==> config.mk <==
export PLATFORM = sky130hd
export DESIGN_NAME = mem_fill_arbiter
export DESIGN_NICKNAME = d
export VERILOG_FILES = /design/src/rtl/mem_fill_arbiter.sv
export SDC_FILE = /design/constraint.sdc
export NUM_CORES = 1
export LEC_CHECK = 0
export BUFFER_PORTS_ARGS = -buffer_cell sky130_fd_sc_hd__buf_2
export CORE_MARGIN = 1.5
export CORE_UTILIZATION = 29
export DETAILED_ROUTE_END_ITERATION = 8
export SETUP_SLACK_MARGIN = 0.3
export SYNTH_ARGS = -nofsm -noshare
export SYNTH_HDL_FRONTEND = slang
export SYNTH_SLANG_ARGS = --single-unit
==> constraint.sdc <==
create_clock -name MEM_CLK -period 8.8 [get_ports MEM_CLK]
set_input_delay 0.44 -clock MEM_CLK [delete_from_list [all_inputs] [get_ports MEM_CLK]]
set_output_delay 0.44 -clock MEM_CLK [all_outputs]
set_load 0.02 [all_outputs]
==> src/rtl/mem_fill_arbiter.sv <==
// Round-robin arbiter that shares one backing-memory port between the
// I-cache (port 0, line fills) and the D-cache (port 1, fills or writes).
module mem_fill_arbiter #(
    parameter int WORDS_PER_LINE = 8,
    parameter int ADDR_W         = 14,
    parameter int DATA_W         = 32
) (
    input  logic                              MEM_CLK,
    input  logic                              RST,
    input  logic                              REQ0_VALID,
    input  logic [ADDR_W-1:0]                 REQ0_ADDR,
    output logic                              REQ0_READY,
    output logic                              REQ0_DVALID,
    output logic                              REQ0_DONE,
    input  logic                              REQ1_VALID,
    input  logic                              REQ1_WE,
    input  logic [ADDR_W-1:0]                 REQ1_ADDR,
    input  logic [DATA_W-1:0]                 REQ1_WDATA,
    output logic                              REQ1_READY,
    output logic                              REQ1_DVALID,
    output logic                              REQ1_DONE,
    output logic [DATA_W-1:0]                 REQ_DATA,
    output logic [$clog2(WORDS_PER_LINE)-1:0] REQ_WIDX,
    output logic                              MM_RDEN,
    output logic                              MM_WE,
    output logic [ADDR_W-1:0]                 MM_ADDR,
    output logic [DATA_W-1:0]                 MM_DIN,
    input  logic [DATA_W-1:0]                 MM_DOUT,
    input  logic                              MM_VALID,
    output logic                              GRANT,
    output logic                              BUSY
);

    localparam int WIDX_W = $clog2(WORDS_PER_LINE);
    localparam int BASE_W = ADDR_W - WIDX_W;
    localparam logic [WIDX_W-1:0] LAST = WIDX_W'(WORDS_PER_LINE - 1);

    typedef enum logic [1:0] {
        IDLE,
        ISSUE,
        GAP,
        DONE
    } state_t;

    state_t              state;
    logic                rr;
    logic                we_q;
    logic [BASE_W-1:0]   base_q;
    logic [WIDX_W-1:0]   cnt;

    logic                both;
    logic                pick;
    logic                grant_go;
    logic                pick_we;
    logic [BASE_W-1:0]   pick_base;

    // Port 0 only ever fills, so its word-select bits carry no meaning.
    logic unused_addr_bits;
    assign unused_addr_bits = ^REQ0_ADDR[WIDX_W-1:0];

    // Pick a winner in IDLE; the pointer only matters when both ask at once.
    always_comb begin
        both      = REQ0_VALID & REQ1_VALID;
        pick      = both ? rr : REQ1_VALID;
        grant_go  = ~RST & (state == IDLE) & (REQ0_VALID | REQ1_VALID);
        pick_we   = pick & REQ1_WE;
        pick_base = pick ? REQ1_ADDR[ADDR_W-1:WIDX_W]
                         : REQ0_ADDR[ADDR_W-1:WIDX_W];
    end

    assign REQ0_READY = grant_go & ~pick;
    assign REQ1_READY = grant_go & pick;

    // Transaction sequencer: grant, issue each word, gap, then done.
    always_ff @(posedge MEM_CLK or posedge RST) begin
        if (RST) begin
            state       <= IDLE;
            rr          <= 1'b0;
            we_q        <= 1'b0;
            base_q      <= '0;
            cnt         <= '0;
            GRANT       <= 1'b0;
            BUSY        <= 1'b0;
            MM_RDEN     <= 1'b0;
            MM_WE       <= 1'b0;
            MM_ADDR     <= '0;
            MM_DIN      <= '0;
            REQ_DATA    <= '0;
            REQ_WIDX    <= '0;
            REQ0_DVALID <= 1'b0;
            REQ1_DVALID <= 1'b0;
            REQ0_DONE   <= 1'b0;
            REQ1_DONE   <= 1'b0;
        end else begin
            REQ0_DVALID <= 1'b0;
            REQ1_DVALID <= 1'b0;
            REQ0_DONE   <= 1'b0;
            REQ1_DONE   <= 1'b0;
            unique case (state)
                IDLE: begin
                    if (grant_go) begin
                        GRANT  <= pick;
                        BUSY   <= 1'b1;
                        we_q   <= pick_we;
                        base_q <= pick_base;
                        cnt    <= '0;
                        state  <= ISSUE;
                        if (pick_we) begin
                            MM_WE   <= 1'b1;
                            MM_ADDR <= REQ1_ADDR;
                            MM_DIN  <= REQ1_WDATA;
                        end else begin
                            MM_RDEN <= 1'b1;
                            MM_ADDR <= {pick_base, {WIDX_W{1'b0}}};
                        end
                    end
                end
                ISSUE: begin
                    if (MM_VALID) begin
                        MM_RDEN <= 1'b0;
                        MM_WE   <= 1'b0;
                        if (!we_q) begin
                            REQ_DATA    <= MM_DOUT;
                            REQ_WIDX    <= cnt;
                            REQ0_DVALID <= ~GRANT;
                            REQ1_DVALID <= GRANT;
                        end
                        if (!we_q && cnt != LAST) begin
                            cnt   <= cnt + 1'b1;
                            state <= GAP;
                        end else begin
                            REQ0_DONE <= ~GRANT;
                            REQ1_DONE <= GRANT;
                            state     <= DONE;
                        end
                    end
                end
                GAP: begin
                    MM_RDEN <= 1'b1;
                    MM_ADDR <= {base_q, cnt};
                    state   <= ISSUE;
                end
                DONE: begin
                    rr    <= ~GRANT;
                    cnt   <= '0;
                    BUSY  <= 1'b0;
                    state <= IDLE;
                end
            endcase
        end
    end

endmodule

# Yosys cells after proc, flatten, opt, wreduce, memory -nomap -nowiden

Cells that the tools add are included.
W data, S select, Z words.

Input port bits: 98
Output and inout port bits: 91
Register bits after elaboration: 107
Word-level logic and storage cells: 89

Reduce and logical (&&, ||, !) cells: 17
Equality and inequality tests: 9
$add $sub $neg: 1
Multiplexer cells: 34
Bitwise gates (word level): 11

Operators with widths:

| operator              | count |
|---|---|
| $mux W14              | 2 |
| $pmux W14 S2          | 1 |
| $mux W1               | 20 |
| $reduce_and A4 Y1     | 3 |
| $mux W11              | 1 |
| $ne A2 B2 Y1 const B  | 5 |
| $mux W3               | 3 |
| $pmux W3 S3           | 1 |
| $pmux W2 S4           | 1 |
| $reduce_and A2 Y1     | 4 |
| $and A1 B1 Y1         | 6 |
| $reduce_and A3 Y1     | 2 |
| $reduce_bool A2 Y1    | 3 |
| $reduce_bool A3 Y1    | 2 |
| $eq A2 B2 Y1 const B  | 2 |
| $mux W2               | 2 |
| $not A1 Y1            | 4 |
| $pmux W1 S2           | 2 |
| $add A3 B1 Y3 const B | 1 |
| $ne A3 B3 Y1 const B  | 1 |
| $pmux W1 S3           | 1 |
| $eq A2 B1 Y1 const B  | 1 |
| $logic_not A2 Y1      | 1 |
| $logic_and A1 B1 Y1   | 1 |
| 2 further kinds       | 2 |

# Logic depth before layout (Yosys ltp)

Word-level depth: 6
Depth in mapped cells: 5

# Worst setup path before layout

Ideal clock, no wire load.

Path kind: register to output
From: reg state[0]
To: out REQ1_READY
Arrival time: 1.211 ns
Required time: 8.360 ns
Buffers on the path: 2
Slack: 7.149 ns
Stages on the path, launching flop included: 5
Path through: dfrtp_1 > nor3_4 > and3_1 > buf_2 > buf_2

Cells in the longest elaborated chain, start to end: 4

RTL lines:

| what                        | line | RTL |
|---|---|---|
| from (decl)                 | 45   | `state_t state;` |
| from (signal assigned)      | 77   | `state <= IDLE;` |
| from (signal assigned)      | 107  | `state <= ISSUE;` |
| from (signal assigned)      | 130  | `state <= GAP;` |
| $logic_not A2 Y1            | 65   | `grant_go = ~RST & (state == IDLE) & (REQ0_VALID \| REQ1_VALID);` |
| $and A1 B1 Y1 (2 in series) | 65   |  |
| $and A1 B1 Y1               | 72   | `assign REQ1_READY = grant_go & pick;` |
| to (decl)                   | 19   | `output logic REQ1_READY,` |

No other way between the ends.

# Worst setup path after layout

From: reg state[1]
To: out REQ1_READY

The elaborated chain is that of the path after synthesis.

==> summary.md <==
| Metric | Value |
|---|---|
| Fin util | `38.6%` |
| Die H | `129 um` |
| Initial antenna violation count | `1` |
| Most used DFF post-synth | `dfrtp_1` |
| CTS resizes | `0` |
| Setup CP Type | `reg -> out` |
| Largest net degree at the start of global routing | `58` |
| Via-per-instance ratio | `4.62` |
| Die Wd | `roughly 130 um` |
| Total CTS buffers | `9` |
| Synth Instances | `322` |
| RSZ-0062 raised after global routing | `false` |
| #FFs+latches synth | `107` |
| CP Data Arrival Time | `2480 ps` |
| Final min period | `2920 ps` |
| DP HPWL | `7490 um` |
| Ys async rst share | `100%` |
| Pins over their slew limit | `0` |
| Reg-to-Reg End | `MM_DIN[3]$_DFFE_PP0P_` |
| Mapped Area | `4580 um2` |
| Clock Tree Root | `clkbuf_16` |
| Clock Latency Late Sink | `340 ps` |
| Critical path endpoint | `REQ1_READY` |
| Pwr Total | `approximately 2.2 mW` |
| CP startpoint kind | `flip-flop` |
| Reg clk slew, reported paths | `roughly 70 ps` |
| Syn_area_per_cell | `about 14 um2` |
| Fmax | `342 MHz` |
| Clock skew | `between 5 and 6 ps` |
| Synth area leaders | `dfrtp_1 59%, mux2_1 12%, mux2_4 6.6%` |
| Tcrit/Tclk final | `33.2%` |
| Worst r2r src | `state[1]$_DFFE_PP0P_` |
| Syn nets | `around 420` |
| Layout area overhead | `29.2%` |
| Slew HR | `33.5%` |
| Syn. warnings | `0` |
| Cell Pwr Density | `roughly 370 nW/um2` |
| Vias in the first global route | `3266` |
| Final Setup Violations | `0` |
| Peak supply drop | `0.000116 V` |
| TritonCTS clock tree | `done` |
| Setup TNS | `0 ps` |
| Global Route Usage Sum | `13.1%` |
| Routed wire per std cell | `roughly 15 um` |
| Crit path capture type | `output port` |
| Final Hold Fails | `0` |
| Share of cells above drive strength 1 | `a little under half` |
| Residual DRC count | `0` |
| Starting Density | `between 20% and 30%` |
| Worst Hold Class | `in -> async` |
| DR iter-0 viols | `86` |
| Full die area | `16500 um2` |
| Most numerous cell in the Yosys netlist | `dfrtp_1` |
| Top cell type's share of synthesized area | `58.5%` |
| Grt total ovfl | `0` |
| Hold buffers post-CTS | `0` |
| Leak | `3.02 nW` |
| CTS sink count | `107` |
| IO Count | `189` |
| CP required | `8360 ps` |
| Top cells by count, synth | `107 x dfrtp_1, 47 x mux2_1, 20 x mux2_4, 16 x nand2_1` |
| Worst Path Max Fanout | `29` |
| # port buffers | `185` |
| Worst reg2reg path depth | `3` |
| First-pass GRT wire length | `around 17000 um` |
| DR pass1 iterations | `4` |
| Status | `finished, final reports clean` |
| Postcts setup bufs | `0` |
| Net count, final | `600` |
| Core area | `roughly 15000 um2` |
| R2R Setup Slk | `~6100 ps` |
| Setup crit start | `state[1]$_DFFE_PP0P_` |
| Synth area leader | `dfrtp_1` |
| Least-Margin Pin Slew | `995 ps` |
| Post-synthesis sequential area ratio | `roughly 59%` |
| Worst-case clock buffer depth | `2` |
| DRT antenna net count | `0` |
| Final WL | `approximately 11000 um` |
| Via Count | `approximately 3300` |
| Htree depth | `3` |
| EDFF count, synth | `0` |
| # rows | `45` |
| Synth unique cells | `39` |
| Placer Congestion | `0.789` |
| Max cap viols | `0` |
==> cell families (layout without fill, tap and decap cells) <==
group                    count (synthesis)  in the layout  synth area share (%)
multiplexers                            67             67                  18.1
flip-flops                             107            107                  58.5
buffers and inverters                   35            218                  4.73
other                                    0              1                     0
AND/OR/NAND/NOR                         57             57                  7.65
adder cells (fa/ha/maj)                  2              2                 0.547
AO/OA/AOI/OAI                           54             54                  10.4
==> stage by stage <==
stage / hold slack, ps / cell area [um2] / instances / worst slack (ps)
3_5_place_dp: 465 / 5630 / 700 / 6090
3_3_place_gp: 462 / 5630 / 700 / 6140
2_1_floorplan: 463 / 4580 / 322 / 5540
5_1_grt: 291 / 5910 / 716 / 5650
6_report: 233 / 5910 / 717 / 5880
4_1_cts: 253 / 5910 / 716 / 5810
==> cell type report <==
cell class / count / area, um2
timing repair buffer: 188 / 948
antenna: 1 / 2.50
clock inverter: 3 / 21.3
multi-input combinational: 180 / 1680
clock buffer: 13 / 260
inverter: 14 / 55.1
sequential: 107 / 2680
fill: 1492 / 9400
tap: 211 / 264
==> worst min path at each step <==
stage	startpoint	depth (start not counted)	to	slack, ps
global placement	BUSY$_DFFE_PP0P_	2	BUSY$_DFFE_PP0P_	460
global route	RST	2	base_q[8]$_DFFE_PP0P_	290
CTS	RST	2	base_q[8]$_DFFE_PP0P_	250
finish	RST	2	base_q[8]$_DFFE_PP0P_	230
floorplan	rr$_DFFE_PP0P_	2	rr$_DFFE_PP0P_	460
detailed placement	BUSY$_DFFE_PP0P_	2	BUSY$_DFFE_PP0P_	470
==> critical path, cell delays in order (launching register included) <==
cell	delay, ps
dfrtp_1	750
nor3_4	640
and3_1	240
buf_4	270
buf_2	220
==> cell usage in the layout, fill, tap and decap left out, types with 2 or more instances in the layout <==
cell type,instances
a22o_1,3
mux2_1,47
o21ai_0,2
o311ai_0,11
a32o_1,2
a21o_1,2
clkbuf_8,2
ha_1,2
nand2_1,16
nor3_1,3
a211o_1,11
and2_1,2
buf_4,3
buf_2,185
inv_1,13
a21boi_1,2
dfrtp_1,107
clkbuf_1,2
mux2_4,20
clkbuf_16,9
a221o_1,14
and3_1,12
nand3b_1,11
nor2_1,5
==> layer usage <==
layer	GRT usage (%)	vias to the layer above	share of wire, %
met3	3.04	13	6.5
met1	16.9	1640	47
li1	-	1537	-
met4	6.41	0	1.9
met2	20.7	122	45
met5	0	-	0
==> flip-flops by register name (all words and copies together), names as in the netlist, 2 cells and up <==
register	flops
MM_ADDR	14
MM_DIN	32
base_q	11
REQ_WIDX	3
REQ_DATA	32
state	2
cnt	3
==> report_power, final <==
group	total (mW)	switching [mW]	internal [mW]	leakage, nW
Sequential	0.870	0.144	0.725	1.30
Clock	0.387	0.178	0.209	0.136
Combinational	0.923	0.525	0.398	1.58
Total	2.18	0.848	1.33	3.02
Note: power is estimated with default switching activity, not from simulation.
